--- src/rtl/seg7_pkg.sv ---
// rtl/seg7_pkg.sv - shared types, segment table and slot timing helpers for the seven-segment scanner
package seg7_pkg;

    // All segments dark (active-low drives).
    localparam logic [6:0] SEG_OFF = 7'h7F;

    // Active-low gfedcba patterns for hex digits 0..F.
    localparam logic [6:0] SEG_TABLE [16] = '{
        7'h40, 7'h79, 7'h24, 7'h30,
        7'h19, 7'h12, 7'h02, 7'h78,
        7'h00, 7'h10, 7'h08, 7'h03,
        7'h46, 7'h21, 7'h06, 7'h0E
    };

    typedef enum logic {
        DIG0 = 1'b0,
        DIG1 = 1'b1
    } digit_e;

    typedef enum logic [1:0] {
        PH_BLANK = 2'd0,
        PH_ON    = 2'd1,
        PH_OFF   = 2'd2
    } phase_e;

    // Lit window length for a brightness level; level 15 fills the whole post-blank slot.
    function automatic int on_ticks_f(input int digit_ticks, input int blank_ticks, input logic [3:0] b);
        return ((digit_ticks - blank_ticks) * (int'(b) + 1)) >> 4;
    endfunction

    // Which part of the slot a given counter value falls into.
    function automatic phase_e slot_phase(input int t, input int blank_ticks, input int on_ticks);
        if (t < blank_ticks) begin
            return PH_BLANK;
        end else if (t < blank_ticks + on_ticks) begin
            return PH_ON;
        end else begin
            return PH_OFF;
        end
    endfunction

endpackage

--- src/rtl/seg7_scan_ctrl_if.sv ---
// rtl/seg7_scan_ctrl_if.sv - display value write handshake
interface seg7_scan_ctrl_if;
    logic       wr_valid;
    logic [7:0] wr_data;
    logic       wr_ready;

    modport master (output wr_valid, output wr_data, input wr_ready);
    modport slave  (input wr_valid, input wr_data, output wr_ready);
endinterface

--- src/rtl/seg7_hex_decode.sv ---
// rtl/seg7_hex_decode.sv - combinational nibble to active-low segment lookup
module seg7_hex_decode
    import seg7_pkg::*;
(
    input  logic [3:0] nibble,
    output logic [6:0] seg_n
);

    // Pure table lookup.
    always_comb begin
        seg_n = SEG_TABLE[nibble];
    end

endmodule

--- src/rtl/seg7_scan_ctrl.sv ---
// rtl/seg7_scan_ctrl.sv - two-digit multiplexed seven-segment scanner with frame-aligned double buffer
module seg7_scan_ctrl
    import seg7_pkg::*;
#(
    parameter int DIGIT_TICKS = 12000,
    parameter int BLANK_TICKS = 240
) (
    input  logic               clk,
    input  logic               rst_n,
    seg7_scan_ctrl_if.slave    wr,
    input  logic [3:0]         bright,
    input  logic               lz_blank,
    input  logic               en,
    output logic [6:0]         seg_n,
    output logic               dig_sel,
    output logic               frame_tick
);

    localparam int TW = $clog2(DIGIT_TICKS);

    logic [TW-1:0] t;
    logic [TW-1:0] t_nxt;
    digit_e        digit;
    digit_e        digit_nxt;
    logic [3:0]    bright_q;
    logic [3:0]    bright_nxt;
    logic [7:0]    disp;
    logic [7:0]    disp_nxt;
    logic [7:0]    pending;
    logic          pend_v;
    logic          wrap;
    logic          frame;
    logic          xfer;
    logic [3:0]    nib;
    logic [6:0]    dec_seg;
    phase_e        phase_nxt;
    logic          seg_on;

    assign wr.wr_ready = !pend_v;

    seg7_hex_decode u_dec (
        .nibble (nib),
        .seg_n  (dec_seg)
    );

    // Next-state view: outputs are registered from the state being entered, so they line up with (t, digit).
    always_comb begin
        wrap       = (t == TW'(DIGIT_TICKS - 1));
        frame      = wrap && (digit == DIG1);
        xfer       = wr.wr_valid && !pend_v;
        t_nxt      = wrap ? '0 : t + 1'b1;
        digit_nxt  = wrap ? ((digit == DIG0) ? DIG1 : DIG0) : digit;
        bright_nxt = wrap ? bright : bright_q;
        disp_nxt   = (frame && pend_v) ? pending : disp;
        nib        = (digit_nxt == DIG1) ? disp_nxt[7:4] : disp_nxt[3:0];
        phase_nxt  = slot_phase(32'(t_nxt), BLANK_TICKS, on_ticks_f(DIGIT_TICKS, BLANK_TICKS, bright_nxt));
        seg_on     = (phase_nxt == PH_ON) && en &&
                     !(lz_blank && (digit_nxt == DIG1) && (disp_nxt[7:4] == 4'h0));
    end

    // Slot counter, digit FSM, write buffer, frame commit and registered pin drives.
    always_ff @(posedge clk or negedge rst_n) begin
        if (!rst_n) begin
            t          <= '0;
            digit      <= DIG0;
            bright_q   <= 4'hF;
            disp       <= 8'h00;
            pending    <= 8'h00;
            pend_v     <= 1'b0;
            seg_n      <= SEG_OFF;
            dig_sel    <= 1'b0;
            frame_tick <= 1'b0;
        end else begin
            t          <= t_nxt;
            digit      <= digit_nxt;
            bright_q   <= bright_nxt;
            disp       <= disp_nxt;
            if (xfer) begin
                pending <= wr.wr_data;
            end
            // A transfer can only happen while empty, so it never collides with a commit.
            pend_v     <= xfer || (pend_v && !frame);
            seg_n      <= seg_on ? dec_seg : SEG_OFF;
            dig_sel    <= (digit_nxt == DIG1);
            frame_tick <= frame;
        end
    end

endmodule

--- src/flat_wrapper.sv ---
// flat-port wrapper written by rule: the top's interface ports become plain ports
module seg7_scan_ctrl_flat import seg7_pkg::*;
#(
    parameter int DIGIT_TICKS = 12000,
    parameter int BLANK_TICKS = 240
)
  (clk, rst_n, bright, lz_blank, en, seg_n, dig_sel, frame_tick, wr_wr_valid, wr_wr_data, wr_wr_ready);
  seg7_scan_ctrl_if wr_i ();
  input  logic clk;
  input  logic rst_n;
  input  logic [3:0] bright;
  input  logic lz_blank;
  input  logic en;
  output logic [6:0] seg_n;
  output logic dig_sel;
  output logic frame_tick;
  input wire logic [$bits(wr_i.wr_valid)-1:0] wr_wr_valid;
  input wire logic [$bits(wr_i.wr_data)-1:0] wr_wr_data;
  output wire logic [$bits(wr_i.wr_ready)-1:0] wr_wr_ready;
  assign wr_i.wr_valid = wr_wr_valid;
  assign wr_i.wr_data = wr_wr_data;
  assign wr_wr_ready = wr_i.wr_ready;
  seg7_scan_ctrl #(.DIGIT_TICKS(DIGIT_TICKS), .BLANK_TICKS(BLANK_TICKS)) u_core (.clk(clk), .rst_n(rst_n), .wr(wr_i), .bright(bright), .lz_blank(lz_blank), .en(en), .seg_n(seg_n), .dig_sel(dig_sel), .frame_tick(frame_tick));
endmodule
--- config.mk ---
export PLATFORM = sky130hd
export DESIGN_NAME = seg7_scan_ctrl_flat
export DESIGN_NICKNAME = d
export VERILOG_FILES = /design/src/rtl/seg7_pkg.sv /design/src/rtl/seg7_scan_ctrl_if.sv /design/src/rtl/seg7_hex_decode.sv /design/src/rtl/seg7_scan_ctrl.sv /design/src/flat_wrapper.sv
export SDC_FILE = /design/constraint.sdc
export NUM_CORES = 1
export LEC_CHECK = 0
export BUFFER_PORTS_ARGS = -buffer_cell sky130_fd_sc_hd__buf_4
export CORE_MARGIN = 2
export CORE_UTILIZATION = 35
export CTS_BUF_LIST = sky130_fd_sc_hd__clkbuf_4 sky130_fd_sc_hd__clkbuf_8 sky130_fd_sc_hd__clkbuf_16
export DETAILED_ROUTE_END_ITERATION = 16
export PLACE_DENSITY_LB_ADDON = 0.15
export SLEW_MARGIN = 20
export SYNTH_ARGS = -nofsm -noshare
export SYNTH_HDL_FRONTEND = slang
export SYNTH_SLANG_ARGS = --single-unit
export TNS_END_PERCENT = 100
--- constraint.sdc ---
create_clock -name clk -period 7.7 [get_ports clk]
set_clock_uncertainty 0.1 [all_clocks]
set_input_delay 0 -clock clk [delete_from_list [all_inputs] [get_ports clk]]
set_output_delay 0 -clock clk [all_outputs]
set_load 0.01 [all_outputs]
==> impl_metrics.tcl <==
set metrics [dict create \
    drcViolationCount 0 \
    p_seq_frac 0.532 \
    slew_violations 0 \
    yosysWarningCount 0 \
    worst-path-buf-inv 8 \
    clk-insertion-delay-late_ns 0.30 \
    final_util 0.4259 \
    place_ws_ns 0.2925 \
    end_kind "flop" \
    drt-initial-drc-count 151 \
    synth_area_um2 3901 \
    clock_sinks 44 \
    grt_pass1_wl_um 15290 \
    track_usage 0.1620 \
    grt_max_degree 45 \
    detail-route-antenna-nets 0 \
    cp_max_fo 8 \
    critical_path_depth 32 \
    hpwlAfterDp_um 7465 \
    syn_nets 490 \
    ys_seq_elements 44 \
    clk_pin_slew_ns 0.09 \
    cts_tree "done" \
    gp_congestion 0.7965 \
    chipWidth_um 109.6 \
    syn2layout_area_growth_pct 18.35 \
    fin_ws_ns 0.4773 \
    htreeDepth 2 \
    synthArstFlopShare 1.000 \
    max_cap_viol_count 0 \
    cts_buffers 5 \
    layout_commonest_cell "inv_1" \
    synthTopCellsByArea "dfrtp_1 (21%), ha_1 (15%), dfstp_2 (7.4%)" \
    post-route-period-util 0.9380 \
    grt_pass1_vias 3034 \
    p_leak_nw 2.262 \
    cts_buffer_depth 2 \
    p_sw_uw 96.00 \
    max_stage_delay_ns 0.50 \
    final_nets 539 \
    final_cell_mix "inv_1 (47), ha_1 (46), buf_4 (37), nor2_1 (35), dfrtp_1 (32)" \
    diodes 0 \
    avgSynthCellArea_um2 9.333 \
    cp.arrival_ns 7.35 \
    dieArea_um2 12010 \
    ys_seq_area_frac 0.2858 \
    core-area_um2 10840 \
    rows 38 \
    power.share.combinational 0.041 \
    worst-r2r-cell-count 32 \
    slew_headroom 0.4165 \
    min_period_ns 7.223 \
    start_util 0.3599 \
    start_kind "flop" \
    path_delay_family "compound AO/OA/AOI/OAI gates" \
    worstPathRequired_ns 7.83 \
    ys.flop_type "dfrtp_1" \
    routed_via_density 5.164 \
    swShare 0.2180 \
    outcome "finished, final reports clean" \
    vias 3140 \
    hp-class "in2async" \
    worstMarginPinSlew_ns 0.8510 \
    syn-instance-count 418 \
    ctsRootBufferMaster "clkbuf_8" \
    setup_viol 0 \
    layout-drive-gt1-share 0.2009 \
    yosysTopAreaCell "dfrtp_1" \
    internal_power_uw 344.4 \
    fillers 1049 \
    synth_edf_count 0 \
    ioPinCount 27 \
    dr.pass1.iters 4 \
    overflow 0 \
    ir_drop_mv 0.06765 \
    antenna_found_initial 0 \
    power.density_nw_per_um2 95.38 \
    wirelength_um 9136 \
    hold_violations 0 \
    hold_ws_ns 0.1292 \
    synth.distinct_cells 69 \
    path_class "reg2reg" \
    avgRoutedWirePerCell_um 15.03 \
    synth.top_cell.area_share 0.2117 \
    port_buffers 26 \
    die_h_um 109.6 \
    fmax_mhz 138.5 \
    pwr-share-clk 0.427 \
    crit_slowest_cell "fa_1" \
]
## timing repair
action                                  4_1_cts  5_1_grt
endpoints found under the setup margin        0        7
resized for setup                             0       13
hold buffers                                 11        1
buffers inserted                              0        3
hold endpoints to repair                     54        1
## cell families after synthesis
| family | synth area share |
|---|---|
| buf+inv | 0.05484 |
| compound gates | 0.1331 |
| flops | 0.2858 |
| xor+xnor | 0.05837 |
| simple gates | 0.1976 |
| mux | 0.07857 |
| fa+ha+maj | 0.1918 |
## flip-flops by register name, summed over array words and instances, names as in the netlist
signal / count
u_core.pend_v: 1
u_core.t: 14
u_core.disp: 8
u_core.frame_tick: 1
u_core.seg_n: 7
u_core.pending: 8
u_core.dig_sel: 1
u_core.bright_q: 4
## stage by stage
stage / area [um^2] / std cells / TNS (ns) / power, mW
6_report: 4617 / 608 / 0 / 0.4404
5_1_grt: 4617 / 608 / -0.01162 / 0.4604
4_1_cts: 4534 / 604 / 0 / 0.4477
3_5_place_dp: 4305 / 585 / 0 / 0.2525
3_3_place_gp: 4305 / 585 / 0 / 0.2521
2_1_floorplan: 3901 / 418 / 0 / 0.2408
## final cells by class
class	instances	area, um^2	share of cell area
multi-input combinational	318	2618	0.5669
sequential	44	1116	0.2417
timing repair buffer	50	409.1	0.08862
inverter	48	180.2	0.03902
tap	140	175.2	0.03794
clock buffer	5	68.82	0.01491
clock inverter	3	50.05	0.01084
## power groups by stage
stage	logic [mW]	clock network, mW	registers, mW
after floorplan	0.00234	0	0.238
after global placement	0.0134	0	0.239
after detailed placement	0.0138	0	0.239
after CTS	0.0182	0.195	0.234
after global routing	0.0200	0.206	0.235
final	0.0181	0.188	0.234
## metal layers
layer	global-route usage	vias up	share of wire
met2	0.2646	49	0.46
met3	0.02193	6	0.040
met4	0.02803	0	0.0081
met5	0	-	0
met1	0.2312	1509	0.49
li1	-	1576	-
## path summary, 6_finish.rpt
check / start / endpoint / slack [ns]
worst max-delay path: u_core.t[0]$_DFF_PN0_ / u_core.seg_n[1]$_DFF_PN1_ / 0.48
worst min-delay path: rst_n / u_core.pending[3]$_DFFE_PN0P_ / 0.13
worst max register to register: u_core.t[0]$_DFF_PN0_ / u_core.seg_n[1]$_DFF_PN1_ / 0.48
worst min register to register: u_core.disp[0]$_DFF_PN0_ / u_core.disp[0]$_DFF_PN0_ / 0.40
max in group asynchronous: rst_n / u_core.t[0]$_DFF_PN0_ / 6.97
min in group clk: en / u_core.seg_n[4]$_DFF_PN1_ / 0.15
## synthesized netlist by cell type, types with 2 or more instances
library cell  count
nand2_1          29
nor4_1            5
dfstp_2          11
clkbuf_1          6
a211oi_1          4
or3_1             3
a311oi_1          2
xnor2_1          17
nor2_1           35
or2_2             3
nand4_1           7
a21o_1            4
nand3_2           2
ha_1             47
a21oi_1          17
o21ai_0          10
nor2b_1           3
o211ai_1          6
nor3_1           14
o22ai_1           4
and2_1            3
fa_1              8
inv_1            48
nand3_1           9
mux2_2           11
xor2_1            9
o21a_1            6
nand3b_1          2
dfrtp_1          33
mux2i_1          16
nand2b_1          6
No activity file was read; power rests on OpenSTA's default activity.
